<file path="src/rtl/mdu_hilo.sv">
// mdu_hilo: MIPS multiply/divide unit with HI/LO registers.
// Multi-cycle multiply and radix-2 restoring divide with pipeline stall and flush abort.
module mdu_hilo #(
    parameter int WIDTH   = 32,
    parameter int MUL_LAT = 2
) (
    input  logic             clk,
    input  logic             rst,
    input  logic             start_i,
    input  logic [2:0]       op_i,
    input  logic [WIDTH-1:0] a_i,
    input  logic [WIDTH-1:0] b_i,
    input  logic             flush_i,
    output logic             stall_o,
    output logic             busy_o,
    output logic             done_o,
    output logic [WIDTH-1:0] hi_o,
    output logic [WIDTH-1:0] lo_o
);
    localparam int MAXC = (WIDTH > MUL_LAT) ? WIDTH : MUL_LAT;
    localparam int CW   = $clog2(MAXC + 1);

    typedef enum logic [1:0] {S_IDLE, S_MUL, S_DIV, S_DONE} state_t;

    state_t             r_state, w_next;
    logic [CW-1:0]      r_cnt;
    logic [2*WIDTH-1:0] r_ma, r_mb;
    logic [WIDTH-1:0]   r_q, r_rem, r_dvs, r_hi, r_lo;
    logic               r_sq, r_sr, r_dz, r_busy, r_done;
    logic               w_accept, w_mul, w_div, w_sgn, w_sa, w_sb, w_ge;
    logic               w_mul_last, w_div_last;
    logic [WIDTH-1:0]   w_abs_a, w_abs_b, w_quo, w_rmd;
    logic [WIDTH:0]     w_sh, w_diff;
    logic [2*WIDTH-1:0] w_prod;

    assign w_accept   = (r_state == S_IDLE) && start_i && !flush_i;
    assign w_mul      = (op_i == 3'd1) || (op_i == 3'd2);
    assign w_div      = (op_i == 3'd3) || (op_i == 3'd4);
    assign w_sgn      = (op_i == 3'd1) || (op_i == 3'd3);
    assign w_sa       = w_sgn && a_i[WIDTH-1];
    assign w_sb       = w_sgn && b_i[WIDTH-1];
    assign w_abs_a    = w_sa ? -a_i : a_i;
    assign w_abs_b    = w_sb ? -b_i : b_i;
    assign w_prod     = r_ma * r_mb;
    assign w_sh       = {r_rem, r_q[WIDTH-1]};
    assign w_diff     = w_sh - {1'b0, r_dvs};
    assign w_ge       = !w_diff[WIDTH];
    // Divide by zero leaves |a| as remainder, so only the quotient needs overriding.
    assign w_quo      = r_dz ? '1 : (r_sq ? -r_q : r_q);
    assign w_rmd      = r_sr ? -r_rem : r_rem;
    assign w_mul_last = r_cnt == CW'(MUL_LAT - 1);
    assign w_div_last = r_cnt == CW'(WIDTH);

    assign stall_o = (w_accept && (w_mul || w_div)) || (r_state == S_MUL) || (r_state == S_DIV);
    assign busy_o  = r_busy;
    assign done_o  = r_done;
    assign hi_o    = r_hi;
    assign lo_o    = r_lo;

    always_comb begin
        w_next = r_state;
        case (r_state)
            S_IDLE:  w_next = !w_accept ? S_IDLE : w_mul ? S_MUL : w_div ? S_DIV : S_IDLE;
            S_MUL:   w_next = flush_i ? S_IDLE : w_mul_last ? S_DONE : S_MUL;
            S_DIV:   w_next = flush_i ? S_IDLE : w_div_last ? S_DONE : S_DIV;
            default: w_next = S_IDLE;
        endcase
    end

    always_ff @(posedge clk) begin
        if (rst) begin
            r_state <= S_IDLE;
            r_cnt   <= '0;
            r_hi    <= '0;
            r_lo    <= '0;
            r_busy  <= 1'b0;
            r_done  <= 1'b0;
        end else begin
            r_state <= w_next;
            r_busy  <= (w_next == S_MUL) || (w_next == S_DIV);
            r_done  <= w_next == S_DONE;
            r_cnt   <= ((r_state == S_MUL) || (r_state == S_DIV)) ? r_cnt + 1'b1 : '0;
            if (w_accept && op_i == 3'd5)
                r_hi <= a_i;
            if (w_accept && op_i == 3'd6)
                r_lo <= a_i;
            if (r_state == S_MUL && w_mul_last && !flush_i)
                {r_hi, r_lo} <= w_prod;
            if (r_state == S_DIV && w_div_last && !flush_i) begin
                r_hi <= w_rmd;
                r_lo <= w_quo;
            end
        end
    end

    // Operand/iteration datapath; contents are don't-care outside MUL/DIV.
    always_ff @(posedge clk) begin
        if (w_accept) begin
            r_ma  <= {{WIDTH{w_sa}}, a_i};
            r_mb  <= {{WIDTH{w_sb}}, b_i};
            r_q   <= w_abs_a;
            r_rem <= '0;
            r_dvs <= w_abs_b;
            r_sq  <= w_sa ^ w_sb;
            r_sr  <= w_sa;
            r_dz  <= b_i == '0;
        end else if (r_state == S_DIV && !w_div_last) begin
            r_rem <= w_ge ? w_diff[WIDTH-1:0] : w_sh[WIDTH-1:0];
            r_q   <= {r_q[WIDTH-2:0], w_ge};
        end
    end
endmodule

</file>
<file path="config.mk">
export PLATFORM = sky130hd
export DESIGN_NAME = mdu_hilo
export DESIGN_NICKNAME = d
export VERILOG_FILES = /design/src/rtl/mdu_hilo.sv
export SDC_FILE = /design/constraint.sdc
export NUM_CORES = 2
export LEC_CHECK = 0
export BUFFER_PORTS_ARGS = -buffer_cell sky130_fd_sc_hd__buf_2
export CAP_MARGIN = 20
export CORE_MARGIN = 4
export CORE_UTILIZATION = 65
export DETAILED_ROUTE_END_ITERATION = 16
export GPL_TIMING_DRIVEN = 1
export PLACE_DENSITY = 0.83
export SLEW_MARGIN = 10
export SYNTH_ARGS = -nofsm -noshare
export SYNTH_HDL_FRONTEND = slang
export SYNTH_SLANG_ARGS = --single-unit
</file>
<file path="constraint.sdc">
create_clock -name clk -period 11.8 [get_ports clk]
set_input_delay 1.18 -clock clk [delete_from_list [all_inputs] [get_ports clk]]
set_output_delay 1.18 -clock clk [all_outputs]
set_load 0.03 [all_outputs]
</file>
==> impl_metrics.tcl <==
set metrics [dict create \
    hp-class "flop to flop" \
    r2r_end "hi_o[28]" \
    row_count 103 \
    cp_num_buf_inv 6 \
    root_buffer "clkbuf_16" \
    startpoint_type "flop" \
    ctsResizeCount 0 \
    nets 7096 \
    final_max_slew_viol_count 0 \
    clkTransAtPathRegs_ns 0.07 \
    slowest_delay_ns 0.91 \
    grt_antenna_before_repair 12 \
    post_cts_buffers 0 \
    crit_chain "buf_4 -> and2_1 -> fa_1 -> fa_1 -> fa_1 -> fa_1 -> inv_1 -> fa_1 -> inv_1 -> fa_1 -> fa_1 -> inv_1 -> fa_1 -> inv_1 -> ha_1 -> and3_1 -> and2_1 -> nand4_1 -> a2111oi_0 -> buf_1 -> o2111ai_1 -> a221oi_1 -> xnor2_1 -> o32ai_1" \
    drv_cap 0 \
    crit_top_cell "fa_1" \
    ys_seq_area_frac 0.1160 \
    finalCritPeriodShare 0.7744 \
    n_fill_cell 6013 \
    coreArea_um2 79260 \
    setup_violations 0 \
    syn_nets 7146 \
    grt_max_degree 85 \
    postLayoutCoreUtil 0.6899 \
    initial_core_util 0.6589 \
    insertion_delay_ns 0.59 \
    post_route_cells_drive_above_1_share 0.05313 \
    worstMarginPinSlew_ns 1.118 \
    die_w_um 291.4 \
    critical_path.max_fanout 22 \
    max-slew-margin-rel 0.2548 \
    routedWlPerCell_um 23.31 \
    syn_inst 5693 \
    grt_overflow 0 \
    async_flop_share 0 \
    cts.path.max_buffers 3 \
    whs_path_depth 2 \
    htree_levels 1 \
    ff2ff_setup_slack_ns 2.66 \
    io_pins 138 \
    drt_iter0_drc 3996 \
    die_h_um 291.4 \
    wl_met2_um 70290 \
    hold-path-endpoint "lo_o[31]" \
    port_buffers 137 \
    status "finished clean" \
    ys_ff_latch 237 \
    dieArea_um2 84940 \
    antenna_left 0 \
    gp_congestion 1.077 \
    syn_area_per_cell_um2 9.173 \
    skew_ns 0.02728 \
    areaGrowthSynthToFinish_pct 4.701 \
    crit_arrival_ns 9.59 \
    syn_area_um2 52220 \
    layout_min_cycle_time_ns 9.138 \
    grt_util_all_layers 0.3765 \
    synth_warnings 0 \
    synth-edff-count 131 \
    crit_required_ns 12.25 \
    top_layer "met5" \
    viasPerCell 6.114 \
    cts_buffers 28 \
    rsz0062_at_grt "no" \
    clock-sinks 237 \
    via_count 41090 \
    firstDrtPassIters 6 \
    reg2reg_from "r_mb[2]" \
    hold_violations 0 \
    grt_pass1_vias 43560 \
    yosysUniqueCellTypes 81 \
    crit_slowest_cell "fa_1" \
    drt-met1-wl_um 56870 \
    hold_buffers 0 \
    worstHoldStart "lo_o[31]" \
    cts_tree "built" \
    tns_ns 0 \
    wl_met3_um 20030 \
    drcViolationCount 0 \
    grt_pass1_wl_um 247800 \
    post-dp-hpwl_um 121300 \
    crit_type "flop to flop" \
    r2r_cells 24 \
    wl_um 156600 \
    fmax_ghz 0.1094 \
    crit_path_end_kind "flop" \
    synth_ff_type "edfxtp_1" \
    cp_top_family "adder cells" \
]
-- tightest hold or removal path, stage by stage (launching register included) --
cell     delay, ns
dfxtp_1       0.31
nand2_1       0.05
a21oi_1       0.05
-- kinds of logic (layout without fill, tap and decap cells) --
logic type | Yosys count | count (layout) | synth area share
compound gates | 644 | 644 | 0.07940
mux | 31 | 31 | 0.005966
simple gates | 1697 | 1697 | 0.1607
xor+xnor | 220 | 220 | 0.03690
other cells | 0 | 6 | 0
fa+ha+maj | 1382 | 1382 | 0.4930
flops | 237 | 237 | 0.1160
buf+inv | 1482 | 1454 | 0.1081
-- metal layers --
| layer | up-vias | GRT usage |
|---|---|---|
| met5 | - | 0 |
| met4 | 10 | 0.1769 |
| met3 | 584 | 0.1049 |
| met2 | 2623 | 0.5814 |
| met1 | 20630 | 0.4986 |
| li1 | 17250 | - |
-- worst max path at each step --
stage | start | to | slack (ns) | cells after the start
floorplan | r_ma[32] | hi_o[28] | 3.27 | 30
global placement | r_mb[2] | hi_o[28] | 2.38 | 23
detailed placement | r_mb[2] | hi_o[28] | 2.75 | 24
CTS | r_mb[2] | hi_o[28] | 2.75 | 24
global route | r_mb[2] | hi_o[28] | 2.25 | 24
finish | r_mb[2] | hi_o[28] | 2.66 | 24
-- stage by stage --
step | worst slack (ns) | hold slack, ns | instance area, µm² | instances
2_1_floorplan | 3.270 | 0.4446 | 52220 | 5693
3_3_place_gp | 2.383 | 0.4376 | 53640 | 6660
3_5_place_dp | 2.748 | 0.4451 | 53640 | 6661
4_1_cts | 2.754 | 0.4562 | 54610 | 6713
5_1_grt | 2.249 | 0.4863 | 54670 | 6717
6_report | 2.662 | 0.4534 | 54680 | 6721
-- Yosys cell counts, types with 8 or more instances --
cell type,instances,share of area
or4_1,11,0.0016
o21a_1,9,0.0013
a21oi_1,193,0.018
o31a_1,8,0.0013
o41ai_1,15,0.0025
clkbuf_1,277,0.020
o31ai_1,34,0.0049
fa_1,1126,0.43
nand3_1,45,0.0043
a31oi_1,17,0.0020
edfxtp_1,131,0.075
o21ai_0,151,0.014
o211ai_1,27,0.0039
a211oi_1,31,0.0045
a221oi_1,22,0.0037
nor4_1,16,0.0019
a311oi_1,10,0.0017
dfxtp_1,106,0.041
buf_2,8,0.00077
mux2i_1,30,0.0058
and3_1,13,0.0016
nand2_1,722,0.052
and2_1,543,0.065
buf_4,8,0.0012
nor2b_1,42,0.0050
xor2_1,100,0.017
nand2b_1,29,0.0035
a21o_1,41,0.0059
or3_1,19,0.0023
inv_1,1177,0.085
o221ai_1,9,0.0015
o21bai_1,15,0.0022
nand4_1,26,0.0031
xnor2_1,120,0.020
nor3_1,38,0.0036
nor2_1,163,0.012
ha_1,256,0.061
-- cells in the final DEF, fill, tap and decap left out, types with 100 or more instances in the layout --
master	n
a21oi_1	193
and2_1	543
buf_2	137
dfxtp_1	106
edfxtp_1	131
fa_1	1126
ha_1	256
inv_1	1176
nand2_1	722
nor2_1	162
o21ai_0	151
xnor2_1	120
xor2_1	100
-- flip-flops by register name (all words and copies together), names as in the netlist --
| register | flops |
|---|---|
| hi_o | 32 |
| r_dz | 1 |
| r_dvs | 31 |
| r_state | 2 |
| r_mb | 33 |
| r_cnt | 6 |
| r_sq | 1 |
| lo_o | 32 |
| r_q | 32 |
| done_o | 1 |
| r_rem | 32 |
| busy_o | 1 |
| r_ma | 33 |
-- area by class of cell --
class	instances	area, µm²	area share
well taps	1050	1314	0.02403
inverters	1178	4424	0.08092
flip-flops and latches	237	6056	0.1108
clock inverters	21	201.4	0.003684
repair buffers	224	1375	0.02515
clock buffers	31	764.5	0.01398
multi-input cells	3974	40530	0.7412
diodes	6	15.01	0.0002746
Power is left out: the tool's default activity adds up to more than one toggle a clock period on the data nets, which glitch-free logic cannot reach.
